### src/rtl/bus_timer.sv
// rtl/bus_timer.sv - 8-bit memory-mapped interval timer with prescaler and active-low IRQ
// Four byte registers (COUNT, CTRL, STATUS, RELOAD); underflow sets FLAG, optionally raising IRQ_N.
module bus_timer #(
    parameter logic [7:0] RESET_RELOAD = 8'hFF
) (
    input  logic       CLK,
    input  logic       RES_N,
    input  logic       CS,
    input  logic [1:0] A,
    input  logic       R_W,
    input  logic [7:0] DB_IN,
    output logic [7:0] DB_OUT,
    output logic       IRQ_N
);

    localparam logic [1:0] ADDR_COUNT  = 2'd0;
    localparam logic [1:0] ADDR_CTRL   = 2'd1;
    localparam logic [1:0] ADDR_STATUS = 2'd2;
    localparam logic [1:0] ADDR_RELOAD = 2'd3;

    logic [7:0] count_q,  count_d;
    logic [7:0] reload_q, reload_d;
    logic [9:0] presc_q,  presc_d;
    logic [1:0] div_q,    div_d;
    logic       run_q,    run_d;
    logic       auto_q,   auto_d;
    logic       ien_q,    ien_d;
    logic       flag_q,   flag_d;

    logic       wr_en;
    logic       wr_count;
    logic       wr_ctrl;
    logic       wr_status;
    logic       wr_reload;
    logic [9:0] div_max;
    logic       tick;
    logic       underflow;

    always_comb begin
        wr_en     = CS && !R_W;
        wr_count  = wr_en && (A == ADDR_COUNT);
        wr_ctrl   = wr_en && (A == ADDR_CTRL);
        wr_status = wr_en && (A == ADDR_STATUS);
        wr_reload = wr_en && (A == ADDR_RELOAD);

        case (div_q)
            2'b00:   div_max = 10'd0;
            2'b01:   div_max = 10'd7;
            2'b10:   div_max = 10'd63;
            default: div_max = 10'd1023;
        endcase

        tick      = run_q && (presc_q == div_max);
        underflow = tick && (count_q == 8'h00);

        // Prescaler restarts on any event that redefines the tick phase.
        if (!run_q || tick || wr_count || (wr_ctrl && (DB_IN[1:0] != div_q))) begin
            presc_d = 10'd0;
        end else begin
            presc_d = presc_q + 10'd1;
        end

        count_d = count_q;
        if (wr_count) begin
            count_d = DB_IN;
        end else if (tick) begin
            if (count_q != 8'h00) begin
                count_d = count_q - 8'd1;
            end else begin
                count_d = auto_q ? reload_q : 8'hFF;
            end
        end

        // Underflow beats a same-cycle STATUS clear; a COUNT write beats both.
        flag_d = flag_q;
        if (wr_count) begin
            flag_d = 1'b0;
        end else if (underflow) begin
            flag_d = 1'b1;
        end else if (wr_status && DB_IN[7]) begin
            flag_d = 1'b0;
        end

        div_d    = wr_ctrl ? DB_IN[1:0] : div_q;
        run_d    = wr_ctrl ? DB_IN[5]   : run_q;
        auto_d   = wr_ctrl ? DB_IN[6]   : auto_q;
        ien_d    = wr_ctrl ? DB_IN[7]   : ien_q;
        reload_d = wr_reload ? DB_IN : reload_q;
    end

    always_ff @(posedge CLK or negedge RES_N) begin
        if (!RES_N) begin
            count_q  <= 8'h00;
            reload_q <= RESET_RELOAD;
            presc_q  <= 10'd0;
            div_q    <= 2'b00;
            run_q    <= 1'b0;
            auto_q   <= 1'b0;
            ien_q    <= 1'b0;
            flag_q   <= 1'b0;
        end else begin
            count_q  <= count_d;
            reload_q <= reload_d;
            presc_q  <= presc_d;
            div_q    <= div_d;
            run_q    <= run_d;
            auto_q   <= auto_d;
            ien_q    <= ien_d;
            flag_q   <= flag_d;
        end
    end

    always_comb begin
        DB_OUT = 8'h00;
        if (CS && R_W) begin
            case (A)
                ADDR_COUNT:  DB_OUT = count_q;
                ADDR_CTRL:   DB_OUT = {ien_q, auto_q, run_q, 3'b000, div_q};
                ADDR_STATUS: DB_OUT = {flag_q, 7'b0000000};
                default:     DB_OUT = reload_q;
            endcase
        end
        IRQ_N = !(flag_q && ien_q);
    end

endmodule

### config.mk
export PLATFORM = sky130hd
export DESIGN_NAME = bus_timer
export DESIGN_NICKNAME = d
export VERILOG_FILES = /design/src/rtl/bus_timer.sv
export SDC_FILE = /design/constraint.sdc
export NUM_CORES = 1
export LEC_CHECK = 0
export ABC_CLOCK_PERIOD_IN_PS = 3250
export CAP_MARGIN = 30
export CORE_ASPECT_RATIO = 1.2
export CORE_MARGIN = 2
export CORE_UTILIZATION = 50
export CTS_CLUSTER_SIZE = 12
export DETAILED_ROUTE_END_ITERATION = 12
export GPL_TIMING_DRIVEN = 0
export PLACE_DENSITY_LB_ADDON = 0.08
export SYNTH_ARGS = -nofsm -noshare
export SYNTH_HDL_FRONTEND = slang
export SYNTH_SLANG_ARGS = --single-unit
### constraint.sdc
create_clock -name CLK -period 3.25 [get_ports CLK]
set_input_delay 0.65 -clock CLK [delete_from_list [all_inputs] [get_ports CLK]]
set_output_delay 0.65 -clock CLK [all_outputs]
set_load 0.02 [all_outputs]
After elaboration in Yosys (flattened, before gate mapping)
Index checks and enable logic that the tools add are counted.
W data, S select, Z words.
Storage, ports and cells
  word-level logic and storage cells: 51
  bits in latches: 0
  memories kept: 0
  bits in read-only memories: 0
  output and inout port bits: 9
  bits in registers: 32
  RAM bits: 0
Cells by class
  multiplexer cells: 11
  multiply operators: 0
  divide/modulo/power cells: 0
  shift-type cells: 0
  bitwise logic cells: 0
  $lt $le $gt $ge: 0
  add/subtract/negate cells: 2
  reductions and logical operators: 23
  eq/ne operators: 7
Operators by type and width (count)
  $mux W8: 5
  $pmux W10 S3: 1
  $pmux W8 S3: 1
  $logic_and A1 B1 Y1: 11
  $add A10 B1 Y10 const B: 1
  $eq A10 B10 Y1: 1
  $mux W10: 1
  $logic_not A8 Y1: 1
  $reduce_bool A8 Y1: 1
  $sub A8 B1 Y8 const B: 1
  $eq A2 B2 Y1 const B: 3
  $eq A2 B1 Y1 const B: 2
  $logic_not A2 Y1: 2
  $logic_not A1 Y1: 3
  $logic_or A1 B1 Y1: 3
  $mux W1: 3
  $reduce_bool A3 Y1: 1
  $ne A2 B2 Y1: 1
  $reduce_bool A2 Y1: 1

Depth between registers and ports, before layout
Gate-level depths: netlist of run 1.
  depth after elaboration: 8
  depth in mapped cells: 7

Worst setup path after synthesis of run 1
Ideal clock, no wire load.
  path type: input -> output
  start: input port A[0]
  end: output port DB_OUT[7]
  data arrival time: 1.541 ns
  buffers on the path: 1
  path slack: 1.059 ns
  data required time: 2.600 ns
  cell stages on the path: 3
  cell sequence: buf_2 > mux4_2 > nor2b_1
On the way
  longest elaborated chain between the ends: 3
  elaborated cells between the ends (all ways): 5
  those cells by class: eq/ne (2); mux (2); reduce/logical (1)
Ends and longest elaborated chain
  start: declaration: line 9  | input logic [1:0] A,
  $eq A2 B2 Y1, or another cell as far along: line 116  | case (A)
  $pmux W8 S3 (*): line 116
  $mux W8 (*): line 115  | if (CS && R_W) begin
  end: declaration: line 12  | output logic [7:0] DB_OUT,
Mark *: on every way between the ends. The rest lies on a longest branch, timed or not.

Worst setup path in the final report of run 1
Ends and elaborated chain as after synthesis.

==> results of run 1 <==
-- through the flow --
step	total power, mW	setup slack [ps]	hold slack, ps	cell area (sq um)
CTS	1.57	1.50	440	2380
floorplan	1.03	1060	354	1990
detailed placement	1.18	2.96	525	2270
global route	1.67	6.62	472	2380
global placement	1.16	12.8	509	2270
finish	1.56	63.5	412	2380
-- routing by layer --
layer | share of wire [%] | track usage (%)
met3 | 2.3 | 4.26
met2 | 55 | 39.9
met1 | 41 | 25.8
met5 | 0 | 0
met4 | 1.9 | 8.27
-- state kept, by name (all words and copies together) (netlist names) --
register  flops
ien_q         1
run_q         1
reload_q      8
auto_q        1
presc_q      10
div_q         2
count_q       8
flag_q        1
-- cells by family (layout without fill, tap and decap cells) --
kind of cell    Yosys count  in the layout  synth area share [%]
compound gates           32             32                  10.6
xor+xnor                 12             12                  5.29
fa+ha+maj                 3              3                  1.89
buf+inv                  14             44                  3.47
flops                    32             32                  40.8
mux                      26             26                  14.6
simple gates             88             88                  23.4
-- cells in the final DEF, fill, tap and decap left out, types with 3 or more instances in the layout --
cell type        instances
ha_1                     3
nand4_1                  4
nand3_1                 12
nor2b_1                  4
clkbuf_8                 5
nand2b_1                 4
xor2_1                   8
dfstp_2                  8
nand2_1                 16
dfrtp_1                 24
mux2i_1                 12
clkdlybuf4s50_1         21
inv_1                    5
clkbuf_1                 5
mux2_2                  13
o21ai_0                  5
xnor2_1                  4
a21oi_1                  5
nor2_1                  29
o21ai_1                  4
nor3b_1                  3
a22oi_1                  3
or3_1                    3
-- cell usage after synthesis, drive strengths merged (4+ instances only) --
cell type and n:
clkbuf 6, nand2 16, inv 5, xor2 8
nand3 12, dfstp 8, nor3b 4, nand2b 4
mux2i 12, xnor2 4, dfrtp 24, o21ai 10
a21oi 5, nand4 5, mux2 13, nor2b 4
nor2 29
-- where the power goes --
group | leakage [nW] | total, mW | internal, mW | switching, mW
Clock | 0.0541 | 0.382 | 0.227 | 0.156
Sequential | 0.393 | 0.632 | 0.510 | 0.122
Combinational | 0.549 | 0.541 | 0.272 | 0.269
Total | 0.995 | 1.56 | 1.01 | 0.547
-- layout make-up --
class	instances	share of cell area (%)
buffer	9	2.26
clock buffer	5	2.89
clock inverter	3	1.78
inverter	5	0.787
multi-input combinational	161	46.4
sequential	32	34.0
tap	54	2.83
timing repair buffer	22	9.03
-- worst register-to-register path: cells and delay by family (launching register included) --
| kind | cells | cell delay (ps) |
|---|---|---|
| buffers and inverters | 1 | 110 |
| and+or+nand+nor | 3 | 940 |
| DFF | 1 | 440 |
| AOI/OAI and AO/OA | 2 | 220 |
| adders and majority gates | 1 | 230 |
-- final timing paths --
| kind | start | to | slack [ps] |
|---|---|---|---|
| worst max register to register | count_q[0]$_DFFE_PN0P_ | count_q[1]$_DFFE_PN0P_ | 1180 |
| worst max-delay path | A[0] | DB_OUT[7] | 60 |
| worst min register to register | flag_q$_DFFE_PN0P_ | flag_q$_DFFE_PN0P_ | 540 |
| min in group CLK | flag_q$_DFFE_PN0P_ | flag_q$_DFFE_PN0P_ | 540 |
| worst min-delay path | RES_N | ien_q$_DFFE_PN0P_ | 410 |
| max in group asynchronous | RES_N | count_q[0]$_DFFE_PN0P_ | 2370 |
==> flow_metrics.py, run 1 <==
metrics = {
    "floorplan": {
        "die_w_microns": 61.5,
        "pin_count": 23,
        "start_util_pct": 51.2,
        "die_h_microns": 73.0,
        "core_region_area_sq_mm": 0.00388,
        "die_area_sq_mm": 0.00449,
        "rows": 25,
    },
    "worst_setup_path": {
        "cp_max_fo": 10,
        "end_kind": "output pin",
        "cp-start-kind": "primary input",
        "cp.required_ps": 2600,
        "path_depth": 5,
        "cp_common_cell": "clkdlybuf4s50_1",
        "critPathMaxStageDelay_ps": 550,
        "critical_path_class": "in -> out",
        "crit_family": "buffers and inverters",
        "reg2reg_depth": 7,
        "cp.arrival_ps": 2540,
        "crit_buf_inv": 3,
        "crit_chain": "clkdlybuf4s50_1, clkbuf_4, mux4_2, nor2b_1, clkdlybuf4s50_1",
        "crit_slowest_cell": "clkdlybuf4s50_1",
    },
    "global_route": {
        "grt.total_usage_pct": 22.4,
        "antenna_found_initial": 0,
        "grt_pass1_wl_microns": 7450,
        "grt_overflow_total": 0,
        "grt_max_degree": 33,
        "grt_pass1_vias": 1646,
    },
    "yosys": {
        "synth_nets": 224,
        "syn_inst": 207,
        "syn_area_sq_mm": 0.00199,
        "synth_seq_cells": 32,
        "synth_edf_count": 0,
        "synth_area_leaders": "dfrtp_1, dfstp_2, mux2_2",
        "synth_area_leader_cell": "dfrtp_1",
        "avgSynthCellArea_sq_um": 9.59,
        "yosysSeqAreaShare_pct": 40.8,
        "yosysWarnings": 0,
        "synthFlopType": "dfrtp_1",
        "async_flop_share_pct": 100,
        "synth_cell_types": 46,
        "synth_top_area_share_pct": 30.2,
    },
    "place": {
        "place_congestion": 0.863,
        "hpwlAfterDp_microns": 3310,
        "place_inst": 283,
        "port_buffers": 22,
    },
    "sta": {
        "drv_slew": 0,
        "worst_pin_slew_ps": 719,
        "rsz0062_at_grt": "false",
        "setup_viol": 0,
        "final-hold-violation-count": 0,
        "fin_crit_sh_pct": 98.0,
        "finalCriticalPeriod_ps": 3190,
        "setup-tns-final_ps": 0,
        "fmax_mhz": 314,
        "finClkSkew_ps": 7.18,
        "maxSlewHeadroom_pct": 52.1,
    },
    "final_layout": {
        "nNetsFinal": 253,
        "drive_gt1_share_pct": 17.3,
        "fill_cells": 377,
        "final-seq-area_sq_um": 811,
        "multiInputGateArea_sq_mm": 0.00111,
        "insertedDiodeCount": 0,
        "area.growth.synth_to_final_pct": 20.0,
        "utilization_pct": 61.5,
        "stdcell_count": 291,
    },
    "detailed_routing": {
        "via_count": 1635,
        "wl_microns": 4540,
        "ant_nets": 0,
        "drt-pass1-iter-count": 4,
        "routed_via_density": 5.62,
        "drt-initial-drc-count": 103,
        "drc": 0,
        "routedWlPerCell_microns": 15.6,
    },
    "clocking": {
        "clkSinkCount": 32,
        "cts_tree": "done",
        "hold_buffers": 0,
        "clock_latency_ps": 280,
        "cts_setup_buffers": 0,
        "cts_root_buffer": "clkbuf_8",
        "post_cts_resized": 0,
        "numCtsBuffers": 5,
        "clockBufferDepth": 2,
        "cts-htree-levels": 2,
        "clk_pin_slew_worst_paths_ps": 70,
    },
    "pwr": {
        "ir_drop_v": 0.000334,
        "p_per_area_mw_per_mm2": 653,
        "leakage_nw": 0.995,
    },
    "run_status": {
        "status": "completed",
    },
    "min_path": {
        "hp-class": "in -> async",
    },
    "job": {
        "maxCapViolCount": 0,
    },
}
No activity file was read; power rests on OpenSTA's default activity.
==> run 2, diff against run 1 <==
SETUP_SLACK_MARGIN = 0.2   (was not set)
==> flow_metrics.py, run 2 (synthesized netlist as in run 1, its figures left out) <==
metrics = {
    "run_status": {
        "status": "completed",
    },
    "sta": {
        "maxSlewHeadroom_pct": 52.0,
        "rsz0062_at_grt": "true",
        "finClkSkew_ps": 7.03,
        "setup_viol": 0,
        "setup-tns-final_ps": 0,
        "fmax_mhz": 337,
        "fin_crit_sh_pct": 91.3,
        "finalCriticalPeriod_ps": 2970,
        "drv_slew": 0,
        "worst_pin_slew_ps": 719,
        "final-hold-violation-count": 0,
    },
    "worst_setup_path": {
        "end_kind": "output pin",
        "reg2reg_depth": 7,
        "cp.arrival_ps": 2320,
        "cp_max_fo": 10,
        "reg2reg_to": "count_q[1]$_DFFE_PN0P_",
        "crit_chain": "clkdlybuf4s50_1, buf_4, mux2i_1, nor2_1, a21oi_1, nor2_1, clkdlybuf4s50_1",
        "cp.required_ps": 2600,
        "crit_slowest_cell": "clkdlybuf4s50_1",
        "critPathMaxStageDelay_ps": 540,
        "regToRegStartpoint": "count_q[0]$_DFFE_PN0P_",
        "crit_buf_inv": 3,
        "cp-start-kind": "primary input",
        "crit_family": "buffers and inverters",
        "critical_path_class": "in -> out",
        "r2r_slack_ps": 1170,
    },
    "floorplan": {
        "pin_count": 23,
        "die_w_microns": 61.5,
        "die_h_microns": 73.0,
        "die_area_sq_mm": 0.00449,
        "core_region_area_sq_mm": 0.00388,
        "start_util_pct": 51.2,
        "rows": 25,
    },
    "place": {
        "hpwlAfterDp_microns": 3310,
        "port_buffers": 22,
        "place_congestion": 0.863,
    },
    "final_layout": {
        "top_register": "presc_q",
        "final_cell_mix": "nor2_1, dfrtp_1, clkdlybuf4s50_1, nand2_1, mux2_2",
        "largest_reg_flops": 10,
        "fill_cells": 376,
        "layout_commonest_cell": "nor2_1",
        "area.growth.synth_to_final_pct": 20.2,
        "nNetsFinal": 253,
        "final-seq-area_sq_um": 811,
        "reg_top3": "presc_q (10), count_q (8), reload_q (8)",
        "multiInputGateArea_sq_mm": 0.00111,
        "insertedDiodeCount": 0,
        "drive_gt1_share_pct": 18.1,
    },
    "detailed_routing": {
        "ant_nets": 0,
        "via_count": 1652,
        "wl_microns": 4560,
        "drc": 0,
        "drt-pass1-iter-count": 4,
        "routed_via_density": 5.68,
        "routedWlPerCell_microns": 15.7,
        "drt-initial-drc-count": 94,
    },
    "clocking": {
        "clock_latency_ps": 280,
        "clockBufferDepth": 2,
        "cts-htree-levels": 2,
        "numCtsBuffers": 5,
        "cts_setup_buffers": 0,
        "clkSinkCount": 32,
        "cts_root_buffer": "clkbuf_8",
        "clk_pin_slew_worst_paths_ps": 70,
        "cts_tree": "done",
    },
    "global_route": {
        "grt_overflow_total": 0,
        "antenna_found_initial": 0,
        "grt_pass1_vias": 1656,
        "grt_pass1_wl_microns": 7480,
        "grt_max_degree": 33,
        "grt.total_usage_pct": 22.5,
    },
    "pwr": {
        "power_mw": 1.56,
        "ir_drop_v": 0.000334,
        "leakage_nw": 1.00,
        "p_per_area_mw_per_mm2": 652,
    },
    "min_path": {
        "hp-class": "in -> async",
    },
    "job": {
        "maxCapViolCount": 0,
    },
}
run 2: metal layers:
| metal | global-route usage [%] | vias up | routed length [microns] |
|---|---|---|---|
| li1 | - | 795 | - |
| met1 | 25.8 | 818 | 1870 |
| met2 | 40.1 | 30 | 2480 |
| met3 | 4.26 | 9 | 120 |
| met4 | 8.27 | 0 | 88 |
| met5 | 0 | - | 0 |
run 2: area by class of cell:
type | count | share of cell area, %
well taps | 54 | 2.83
clock inverters | 3 | 1.78
repair buffers | 22 | 8.97
flip-flops and latches | 32 | 34.0
plain buffers | 9 | 2.31
clock buffers | 5 | 2.88
multi-input cells | 161 | 46.5
inverters | 5 | 0.787
run 2: worst max-delay path by stage:
stage	depth (start not counted)	end	startpoint	slack, ps
floorplan	3	DB_OUT[7]	A[0]	1060
global placement	5	DB_OUT[7]	A[0]	10
detailed placement	5	DB_OUT[7]	A[1]	3
CTS	6	DB_OUT[3]	A[1]	270
global route	7	DB_OUT[1]	A[0]	200
finish	7	DB_OUT[6]	A[0]	280
run 2: repair_timing:
item | CTS | global route
cloned | 0 | 0
hold buffers | 0 | 0
endpoints found under the hold margin | 0 | 0
gates resized for setup | 4 | 1
setup endpoints to repair | 8 | 3
pin swaps | 0 | 0
run 2: per-stage QoR:
step	worst slack, ps	std cells	util [%]	hold slack [ps]	instance area, sq um
CTS	272	291	61.5	440	2380
global placement	12.8	283	58.6	509	2270
global route	195	291	61.5	472	2390
detailed placement	2.96	283	58.5	525	2270
finish	281	291	61.5	412	2390
floorplan	1060	207	-	354	1990
run 2: where the power goes:
group          switching (mW)  total (mW)  internal (mW)
Sequential              0.123       0.633          0.510
Combinational           0.270       0.542          0.272
Clock                   0.155       0.382          0.227
==> run 3, diff against run 2 <==
SLEW_MARGIN = 30   (was not set)
TNS_END_PERCENT = 10   (was not set)
==> flow_metrics.py, run 3 (synthesized netlist as in run 1, its figures left out) <==
metrics = {
    "pwr": {
        "power_mw": 1.56,
        "ir_drop_v": 0.000341,
        "p_per_area_mw_per_mm2": 647,
        "leakage_nw": 1.02,
    },
    "global_route": {
        "grt_max_degree": 24,
        "antenna_found_initial": 0,
        "grt-busiest-layer": "met2",
        "met2_usage_pct": 39.5,
        "grtUsageMet1_pct": 26.0,
        "grt_pass1_vias": 1657,
        "grt.met3_usage_pct": 5.32,
        "grt_pass1_wl_microns": 7580,
        "grt_overflow_total": 0,
        "grt.total_usage_pct": 23.0,
    },
    "clocking": {
        "clkSinkCount": 32,
        "cts_setup_buffers": 0,
        "clk_pin_slew_worst_paths_ps": 70,
        "clockBufferDepth": 2,
        "cts_tree": "done",
        "cts_root_buffer": "clkbuf_8",
        "clock_latency_ps": 290,
        "numCtsBuffers": 5,
        "hold_buffers": 0,
        "cts-htree-levels": 2,
    },
    "final_layout": {
        "nNetsFinal": 254,
        "final_cell_mix": "nor2_1, dfrtp_1, clkdlybuf4s50_1, nand2_1, mux2_2",
        "multiInputGateArea_sq_mm": 0.00111,
        "insertedDiodeCount": 0,
        "stdcell_count": 292,
        "layout_commonest_cell": "nor2_1",
        "area.growth.synth_to_final_pct": 21.5,
        "drive_gt1_share_pct": 18.5,
        "largest_reg_flops": 10,
        "final-seq-area_sq_um": 811,
        "reg_top3": "presc_q (10), count_q (8), reload_q (8)",
        "top_register": "presc_q",
        "fill_cells": 384,
        "design_area_sq_mm": 0.00241,
    },
    "worst_setup_path": {
        "end_kind": "output pin",
        "critical_path_class": "in -> out",
        "critPathMaxStageDelay_ps": 540,
        "crit_chain": "clkdlybuf4s50_1, buf_4, mux2i_1, nor2_1, a21oi_1, nor2_1, clkdlybuf4s50_1",
        "crit_slowest_cell": "clkdlybuf4s50_1",
        "cp_max_fo": 10,
        "path_depth": 7,
        "crit_buf_inv": 3,
        "cp-start-kind": "primary input",
        "reg2reg_depth": 6,
        "crit_family": "buffers and inverters",
        "cp.arrival_ps": 2330,
        "cp.required_ps": 2600,
    },
    "sta": {
        "fmax_mhz": 335,
        "setup_viol": 0,
        "finClkSkew_ps": 5.88,
        "drv_slew": 0,
        "final-hold-violation-count": 0,
        "hold_ws_ps": 227,
        "rsz0062_at_grt": "true",
        "maxSlewHeadroom_pct": 58.0,
        "fin_crit_sh_pct": 91.8,
        "finalCriticalPeriod_ps": 2980,
        "setup-tns-final_ps": 0,
        "worst_pin_slew_ps": 627,
    },
    "detailed_routing": {
        "drc": 0,
        "drt-initial-drc-count": 72,
        "routedWlPerCell_microns": 15.7,
        "via_count": 1648,
        "wl_microns": 4570,
        "routed_via_density": 5.64,
        "ant_nets": 0,
        "drt-pass1-iter-count": 4,
    },
    "place": {
        "port_buffers": 22,
        "hpwlAfterDp_microns": 3390,
        "place_inst": 284,
        "place_area_sq_mm": 0.00230,
        "place_congestion": 0.863,
    },
    "floorplan": {
        "die_area_sq_mm": 0.00449,
        "die_h_microns": 73.0,
        "core_region_area_sq_mm": 0.00388,
        "die_w_microns": 61.5,
        "start_util_pct": 51.2,
        "pin_count": 23,
        "rows": 25,
    },
    "min_path": {
        "hp-class": "in -> async",
    },
    "run_status": {
        "status": "completed",
    },
    "job": {
        "maxCapViolCount": 0,
    },
}
[run 3: cell types whose count changed in the layout (fill, tap and decap cells not counted)]
cell | previous run | this run
buf_16 | 0 | 1
[run 3: report_power, final]
group	internal (mW)	switching (mW)
clock	0.227	0.157
sequential	0.510	0.122
combinational	0.275	0.271
[run 3: path summary, 6_finish.rpt]
kind / start / to / slack, ps
worst max-delay path: A[0] / DB_OUT[6] / 270
worst min-delay path: RES_N / ien_q$_DFFE_PN0P_ / 230
worst max register to register: count_q[2]$_DFFE_PN0P_ / count_q[1]$_DFFE_PN0P_ / 1240
worst min register to register: flag_q$_DFFE_PN0P_ / flag_q$_DFFE_PN0P_ / 540
max in group asynchronous: RES_N / reload_q[1]$_DFFE_PN1P_ / 2540
min in group CLK: flag_q$_DFFE_PN0P_ / flag_q$_DFFE_PN0P_ / 540
[run 3: final cells by class]
type / count / area share, %
Sequential cell: 32 / 33.6
Tap cell: 54 / 2.80
Buffer: 9 / 2.28
Multi-Input combinational cell: 161 / 45.9
Clock inverter: 3 / 1.76
Timing Repair Buffer: 23 / 10.0
Inverter: 5 / 0.778
Clock buffer: 5 / 2.85
[run 3: per-layer routing]
layer	up-vias	routed length, microns
met4	0	112
met2	28	2500
met1	816	1810
met5	-	0
li1	795	-
met3	9	151
[run 3: through the flow]
stage	setup WS, ps	util, %
after floorplan	1060	-
after global placement	12.8	58.6
after detailed placement	1.66	59.2
after CTS	128	62.1
after global routing	176	62.2
final	266	62.2
[run 3: worst register-to-register path, cell delays in order (launching register included)]
cell	delay (ps)
dfrtp_1	360
clkbuf_1	190
nor3_2	380
nand3_1	400
nor3b_1	320
a211o_1	130
a31oi_1	90
[run 3: timing repair]
item,CTS,global route
gates cloned,0,0
pin swaps,0,0
gates resized for setup,3,3
setup endpoints to repair,8,7
